==> config.mk <==
export PLATFORM = sky130hd
export DESIGN_NAME = imem_ctrl
export DESIGN_NICKNAME = d
export VERILOG_FILES = /design/src/rtl/imem_ctrl.sv
export SDC_FILE = /design/constraint.sdc
export NUM_CORES = 1
export LEC_CHECK = 0
export ABC_AREA = 0
export CELL_PAD_IN_SITES_DETAIL_PLACEMENT = 1
export CELL_PAD_IN_SITES_GLOBAL_PLACEMENT = 2
export CORE_UTILIZATION = 12
export DETAILED_ROUTE_END_ITERATION = 16
export GPL_TIMING_DRIVEN = 0
export HOLD_SLACK_MARGIN = 0.02
export PLACE_DENSITY = 0.93
export SYNTH_ARGS = -nofsm -noshare
export SYNTH_HDL_FRONTEND = slang
export SYNTH_SLANG_ARGS = --single-unit
==> constraint.sdc <==
create_clock -name clk -period 3.6 [get_ports clk]
set_input_delay 0.54 -clock clk [delete_from_list [all_inputs] [get_ports clk]]
set_output_delay 0.54 -clock clk [all_outputs]
set_load 0.05 [all_outputs]
==> src/rtl/imem_ctrl.sv <==
// Instruction memory access controller: streams a boot image into memory after reset,
// then arbitrates fetch and debug accesses round-robin and routes read responses back.
module imem_ctrl #(
    parameter int unsigned N          = 5,
    parameter bit          PRIO_FETCH = 1'b1
) (
    input  logic          clk,
    input  logic          rst,
    input  logic          boot_start_i,
    input  logic [N:0]    boot_len_i,
    input  logic          boot_valid_i,
    input  logic [31:0]   boot_data_i,
    output logic          boot_ready_o,
    output logic          boot_busy_o,
    output logic          boot_done_o,
    input  logic          fetch_req_i,
    input  logic [N-1:0]  fetch_addr_i,
    output logic          fetch_gnt_o,
    output logic          fetch_rvalid_o,
    output logic [31:0]   fetch_rdata_o,
    input  logic          dbg_req_i,
    input  logic          dbg_we_i,
    input  logic [N-1:0]  dbg_addr_i,
    input  logic [31:0]   dbg_wdata_i,
    output logic          dbg_gnt_o,
    output logic          dbg_rvalid_o,
    output logic [31:0]   dbg_rdata_o,
    output logic          mem_we_o,
    output logic [N-1:0]  mem_addr_o,
    output logic [31:0]   mem_wdata_o,
    input  logic [31:0]   mem_rdata_i
);

    localparam int unsigned CW = N + 1;
    localparam logic [CW-1:0] FULL_LEN = CW'(1) << N;

    typedef enum logic {S_LOAD, S_RUN} state_e;

    state_e        state_q;
    logic [CW-1:0] cnt_q, cnt_d;
    logic [CW-1:0] len_q, len_d;
    logic          boot_ready_q;
    logic          boot_busy_q;
    logic          boot_done_q;
    logic          last_fetch_q;
    logic          rd_pend_q;
    logic          rd_owner_fetch_q;

    logic arb_en;
    logic contention;
    logic fetch_gnt;
    logic dbg_gnt;
    logic boot_acc;
    logic boot_last;

    // A boot request in RUN pre-empts arbitration for that cycle
    assign arb_en     = (state_q == S_RUN) && !boot_start_i;
    assign contention = fetch_req_i && dbg_req_i;
    assign fetch_gnt  = arb_en && fetch_req_i && (!dbg_req_i || !last_fetch_q);
    assign dbg_gnt    = arb_en && dbg_req_i && (!fetch_req_i || last_fetch_q);

    assign boot_acc  = (state_q == S_LOAD) && boot_valid_i && boot_ready_q;
    assign boot_last = boot_acc && (cnt_q == len_q - CW'(1));
    assign cnt_d     = cnt_q + CW'(1);
    assign len_d     = (boot_len_i == '0) ? FULL_LEN : boot_len_i;

    // Memory port mux: boot writer in LOAD, granted requester in RUN
    always_comb begin
        mem_we_o    = 1'b0;
        mem_addr_o  = '0;
        mem_wdata_o = dbg_wdata_i;
        if (boot_acc) begin
            mem_we_o    = 1'b1;
            mem_addr_o  = cnt_q[N-1:0];
            mem_wdata_o = boot_data_i;
        end else if (fetch_gnt) begin
            mem_addr_o  = fetch_addr_i;
        end else if (dbg_gnt) begin
            mem_we_o    = dbg_we_i;
            mem_addr_o  = dbg_addr_i;
        end
    end

    always_ff @(posedge clk or posedge rst) begin
        if (rst) begin
            state_q          <= S_LOAD;
            cnt_q            <= '0;
            len_q            <= FULL_LEN;
            boot_ready_q     <= 1'b0;
            boot_busy_q      <= 1'b1;
            boot_done_q      <= 1'b0;
            last_fetch_q     <= !PRIO_FETCH;
            rd_pend_q        <= 1'b0;
            rd_owner_fetch_q <= 1'b0;
        end else begin
            boot_done_q      <= 1'b0;
            rd_pend_q        <= fetch_gnt || (dbg_gnt && !dbg_we_i);
            rd_owner_fetch_q <= fetch_gnt;
            if (arb_en && contention) begin
                last_fetch_q <= fetch_gnt;
            end
            case (state_q)
                S_LOAD: begin
                    boot_ready_q <= 1'b1;
                    boot_busy_q  <= 1'b1;
                    if (boot_acc) begin
                        cnt_q <= cnt_d;
                    end
                    if (boot_last) begin
                        state_q      <= S_RUN;
                        boot_done_q  <= 1'b1;
                        boot_ready_q <= 1'b0;
                        boot_busy_q  <= 1'b0;
                    end
                end
                S_RUN: begin
                    boot_ready_q <= 1'b0;
                    boot_busy_q  <= 1'b0;
                    if (boot_start_i) begin
                        state_q      <= S_LOAD;
                        cnt_q        <= '0;
                        len_q        <= len_d;
                        boot_ready_q <= 1'b1;
                        boot_busy_q  <= 1'b1;
                    end
                end
                default: begin
                    state_q <= S_LOAD;
                end
            endcase
        end
    end

    assign boot_ready_o   = boot_ready_q;
    assign boot_busy_o    = boot_busy_q;
    assign boot_done_o    = boot_done_q;
    assign fetch_gnt_o    = fetch_gnt;
    assign dbg_gnt_o      = dbg_gnt;
    assign fetch_rvalid_o = rd_pend_q && rd_owner_fetch_q;
    assign dbg_rvalid_o   = rd_pend_q && !rd_owner_fetch_q;
    assign fetch_rdata_o  = mem_rdata_i;
    assign dbg_rdata_o    = mem_rdata_i;

endmodule

* Yosys cells after proc, flatten, opt, wreduce, memory -nomap -nowiden
Cells that the tools add are included.
** Word-level totals
- Register bits after elaboration :: 19
- Input port bits :: 119
- Output and inout bits :: 109
** Operators by class
- Add/sub/neg operators :: 2
- Equal/unequal tests :: 3
- Mux-type cells :: 18
- Bitwise gates (word level) :: 1
- Reductions and logical operators :: 25
** Operators by type and width (count)
- $mux 32 :: 1
- $mux 6 :: 3
- $mux 5 :: 3
- $logic_and 1x1->1 :: 13
- $pmux 6 s2 :: 1
- $mux 1 :: 8
- $add 6x1->6 const B :: 1
- $eq 6x6->1 :: 1
- $logic_not 1->1 :: 6
- $logic_not 6->1 :: 1
- $sub 6x1->6 const B :: 1
- $ne 2x2->1 const B :: 2
- $pmux 1 s2 :: 2
- $reduce_and 2->1 :: 2
- $logic_or 1x1->1 :: 3
- $not 1->1 :: 1

* Logic depth before layout (Yosys ltp)
- Depth in word-level cells :: 7
- Depth in mapped cells :: 6

* Worst setup path before layout
Ideal clock, no wire load.
- Path kind :: input to output
- Start :: input boot_start_i
- End :: output mem_addr_o[2]
- Arrival time :: 2.448 ns
- Setup slack :: 0.612 ns
- Cell stages on the path :: 4
- Path buffers :: 0
- Cell sequence :: and2b_1 -> nand2_1 -> a21oi_1 -> a221o_1
** RTL lines
- start: declaration :: RTL line 9 : input logic boot_start_i,
- $logic_not 1->1 :: RTL line 57 : assign arb_en = (state_q == S_RUN) && !boot_start_i;
- $logic_and 1x1->1 :: RTL line 57
- $logic_and 1x1->1 (2 in series) :: RTL line 59 : assign fetch_gnt = arb_en && fetch_req_i && (!dbg_req_i || !last_fetch_q);
- net fetch_gnt_o :: RTL line 18 : output logic fetch_gnt_o,
- $mux 5 :: RTL line 76 : end else if (fetch_gnt) begin
- $mux 5 :: RTL line 72 : if (boot_acc) begin
- end: declaration :: RTL line 29 : output logic [N-1:0] mem_addr_o,
The timed path passes the listed nets, and every way through them passes these cells.

* Worst setup path in the final report
- Start :: input boot_valid_i
- End :: output mem_wdata_o[6]
** Between the ends
- Word-level cells in the longest chain between the ends :: 3
** RTL lines
- start: declaration :: RTL line 11 : input logic boot_valid_i,
- $logic_and 1x1->1 (2 in series) :: RTL line 62 : assign boot_acc = (state_q == S_LOAD) && boot_valid_i && boot_ready_q;
- $mux 32 :: RTL line 72
- end: declaration :: RTL line 30 : output logic [31:0] mem_wdata_o,
No other way between the ends.

==> run summary <==
Filler Cells Inserted = 1858
DRC violation count after routing = 0
Tot GR Track Use = 0.09929
Detailed placer's ending HPWL = 7.776 mm
YS warnings = 0
Max-slew violations = 0
Postcts setup bufs = 0
Total number of clock tree sinks = 19
Cell count of the worst hold path = 2
Clock edge transition at the registers on the reported setup and hold paths = 0.05 ns
Clock latency reported for the late side of the worst-skew pair = 0.25 ns
Most frequent standard cell in the layout excluding fill and tap cells = sky130_fd_sc_hd__clkdlybuf4s50_1
Areal power density over the cells = 686.2 mW/mm^2
Part of the Yosys area used for sequential elements = 0.2481
Remaining Overflow, GRT = 0
Total nets after synthesis = 398
Critical path data required time = 3.06 ns
Area of the core = 0.01543 mm^2
Post-synth design cell area = 0.001927 mm^2
Crit Reg-Reg Endpoint = boot_ready_o
Number of H-tree levels = 1
R2r setup slk = 1.80 ns
Total Die Area = 0.01657 mm^2
X dimension of the die = 128.7 um
Worst Setup Path Type = input pin to output port
Count of nets left with antenna violations after detail routing = 0
Classification of the worst-slack hold path = register to register
Pin count of the biggest net entering global routing = 20
Top library cells by usage in the layout, fill and taps aside = 195 x sky130_fd_sc_hd__clkdlybuf4s50_1, 116 x sky130_fd_sc_hd__nand2_1, 64 x sky130_fd_sc_hd__buf_4
RSZ-0062 raised after global routing = false
Layout cell share with drive strength beyond 1 = 0.1681
Final Hold Fails = 0
Largest fanout on the critical path = 10
Logic depth of the worst register-to-register path = 6
Die Span Y = 128.7 um
Gp weighted congestion = 0.7636
Initial antenna violation count = 0
Synthesized netlist cell count = 277
Nature of the critical path startpoint = input pin
Destination of the worst hold path = len_q[5]
Hold Path Origin = len_q[5]
Initial Utilization = 0.1249
Final min period = 3.442 ns
Count of port buffers added during placement = 195
Vias in the first global route = 2535
Final routed wire length divided by cell count = 12.89 um
Max frequency = 290.5 MHz
Final layout net count = 598
I/O pin total = 228
Max_slew headroom = 0.4740
Total number of vias = 2505
Number of detailed-route iterations in the first pass = 4
Final WS setup = 0.1580 ns
Maximum vdd drop = 0.2277 mV
Final core area utilization = 0.2739
Total inserted antenna cells = 0
Result of the run = finished, final reports clean
FF+latch count, synth = 19
Setup Skew = 0.002148 ns
Post-layout power = 2899 uW
Average via count per standard cell = 3.646
Reported leakage power = 0.001932 uW
Number of violations reported at the end of detailed-routing iteration 0 = 34
Placement Rows = 45
Maximum clock path buffer count = 2
First-pass GRT wire length = 12.84 mm
Post-placement worst setup slack = -0.02206 ns
Arrival @ worst endpoint = 2.90 ns
Type of element capturing the critical path = output port
Total CTS buffers = 3
Maximum capacitance violations = 0
Critical R2R Launch = len_q[0]
Endpoints failing setup = 0
Final worst-path cycle share = 0.9561
Mean post-synth cell area = 6.956 um^2
Clock tree from TritonCTS = done
Distinct cell type count after synthesis = 33
Tightest hold margin = 0.5092 ns
Final routed wirelength across all metal layers = 8.858 mm
Layout Area Growth over Synthesis = 119.3%
Cell at the root of the clock tree = sky130_fd_sc_hd__clkbuf_16
Worst Max-Slew Pin Slew = 0.7882 ns
routing by layer:
| metal | routed length, um | vias to the layer above | part of all wire | track usage |
|---|---|---|---|---|
| met3 | 580 | 10 | 0.065 | 0.01622 |
| met2 | 4901 | 112 | 0.55 | 0.1971 |
| li1 | - | 1213 | - | - |
| met5 | 0 | - | 0 | 0 |
| met4 | 135 | 0 | 0.015 | 0.02422 |
| met1 | 3240 | 1170 | 0.37 | 0.1079 |
kinds of logic (layout without fill, tap and decap cells):
logic type                 Yosys count  count (layout)  share of synthesized area
AOI/OAI and AO/OA                   22              22                    0.07792
xor gates and xnor gates            12              12                    0.05455
adders and majority gates            2               2                    0.01298
buffers and inverters               77             276                     0.2818
DFF                                 19              19                     0.2481
and+or+nand+nor                    145             145                     0.3247
through the flow:
stage / instances / cell area [um^2] / setup TNS, ns
floorplan: 277 / 1927 / 0
global placement: 683 / 4143 / -0.07580
detailed placement: 683 / 4143 / -0.03228
CTS: 687 / 4225 / 0
global route: 687 / 4225 / 0
finish: 687 / 4225 / 0
cell usage after synthesis:
| library cell | count | area, um^2 |
|---|---|---|
| sky130_fd_sc_hd__a21o_1 | 5 | 37.54 |
| sky130_fd_sc_hd__a21oi_1 | 3 | 15.01 |
| sky130_fd_sc_hd__a221o_1 | 1 | 10.01 |
| sky130_fd_sc_hd__a22o_1 | 4 | 35.03 |
| sky130_fd_sc_hd__a31o_2 | 1 | 8.760 |
| sky130_fd_sc_hd__a31oi_1 | 3 | 18.77 |
| sky130_fd_sc_hd__and2_1 | 2 | 12.51 |
| sky130_fd_sc_hd__and2b_1 | 1 | 7.510 |
| sky130_fd_sc_hd__and3_1 | 2 | 12.51 |
| sky130_fd_sc_hd__and3b_1 | 2 | 17.52 |
| sky130_fd_sc_hd__and4b_1 | 1 | 10.01 |
| sky130_fd_sc_hd__buf_2 | 5 | 25.02 |
| sky130_fd_sc_hd__buf_4 | 64 | 480.5 |
| sky130_fd_sc_hd__buf_6 | 1 | 11.26 |
| sky130_fd_sc_hd__clkbuf_1 | 3 | 11.26 |
| sky130_fd_sc_hd__dfrtp_1 | 17 | 425.4 |
| sky130_fd_sc_hd__dfstp_2 | 2 | 52.55 |
| sky130_fd_sc_hd__ha_1 | 2 | 25.02 |
| sky130_fd_sc_hd__inv_1 | 4 | 15.01 |
| sky130_fd_sc_hd__nand2_1 | 116 | 435.4 |
| sky130_fd_sc_hd__nand2b_1 | 1 | 6.260 |
| sky130_fd_sc_hd__nand3_1 | 3 | 15.01 |
| sky130_fd_sc_hd__nand3_2 | 1 | 10.01 |
| sky130_fd_sc_hd__nand3b_1 | 1 | 7.510 |
| sky130_fd_sc_hd__nor2_1 | 6 | 22.52 |
| sky130_fd_sc_hd__nor2b_1 | 3 | 18.77 |
| sky130_fd_sc_hd__nor3_1 | 2 | 10.01 |
| sky130_fd_sc_hd__nor4_2 | 1 | 12.51 |
| sky130_fd_sc_hd__nor4b_2 | 1 | 15.01 |
| sky130_fd_sc_hd__o21ai_0 | 5 | 25.02 |
| sky130_fd_sc_hd__or3_1 | 2 | 12.51 |
| sky130_fd_sc_hd__xnor2_1 | 8 | 70.07 |
| sky130_fd_sc_hd__xor2_1 | 4 | 35.03 |
worst max-delay path: stages:
cell	delay, ns
sky130_fd_sc_hd__clkdlybuf4s50_1	0.46
sky130_fd_sc_hd__nand3b_1	0.41
sky130_fd_sc_hd__clkbuf_1	0.42
sky130_fd_sc_hd__nand2_1	0.16
sky130_fd_sc_hd__nand2_1	0.10
sky130_fd_sc_hd__clkdlybuf4s50_1	0.80
power by group:
group | internal, uW | total [uW] | switching [uW]
Sequential | 308 | 420 | 112
Combinational | 809 | 2250 | 1440
Clock | 151 | 229 | 78.0
Total | 1270 | 2900 | 1630
sequential cells by signal, indices dropped and copies added, names as in the netlist:
register	cells
rd_pend_q	1
len_q	6
last_fetch_q	1
state_q	1
boot_busy_o	1
cnt_q	6
boot_ready_o	1
rd_owner_fetch_q	1
boot_done_o	1
worst max path at each step:
| stage | from | to | slack (ns) | cells after the start |
|---|---|---|---|---|
| 2_1_floorplan | boot_start_i | mem_addr_o[2] | 0.61 | 4 |
| 3_3_place_gp | boot_start_i | mem_addr_o[0] | -0.04 | 6 |
| 3_5_place_dp | boot_start_i | mem_addr_o[0] | -0.02 | 6 |
| 4_1_cts | boot_valid_i | mem_wdata_o[6] | 0.11 | 6 |
| 5_1_grt | boot_valid_i | mem_wdata_o[6] | 0.007 | 6 |
| 6_report | boot_valid_i | mem_wdata_o[6] | 0.16 | 6 |
cell type report:
class	count	area, um^2	area share
repair buffers	195	1952	0.4619
flip-flops and latches	19	478.0	0.1131
inverters	4	15.01	0.003553
clock buffers	4	78.83	0.01866
plain buffers	73	528.0	0.1250
well taps	211	264.0	0.06248
multi-input cells	181	909.6	0.2153
what timing repair did:
item / in CTS / in global routing
setup endpoints to repair: 3 / 0
hold endpoints to repair: 0 / 0
gates resized for setup: 1 / 0
hold buffers: 0 / 0
No activity file was read; power rests on OpenSTA's default activity.
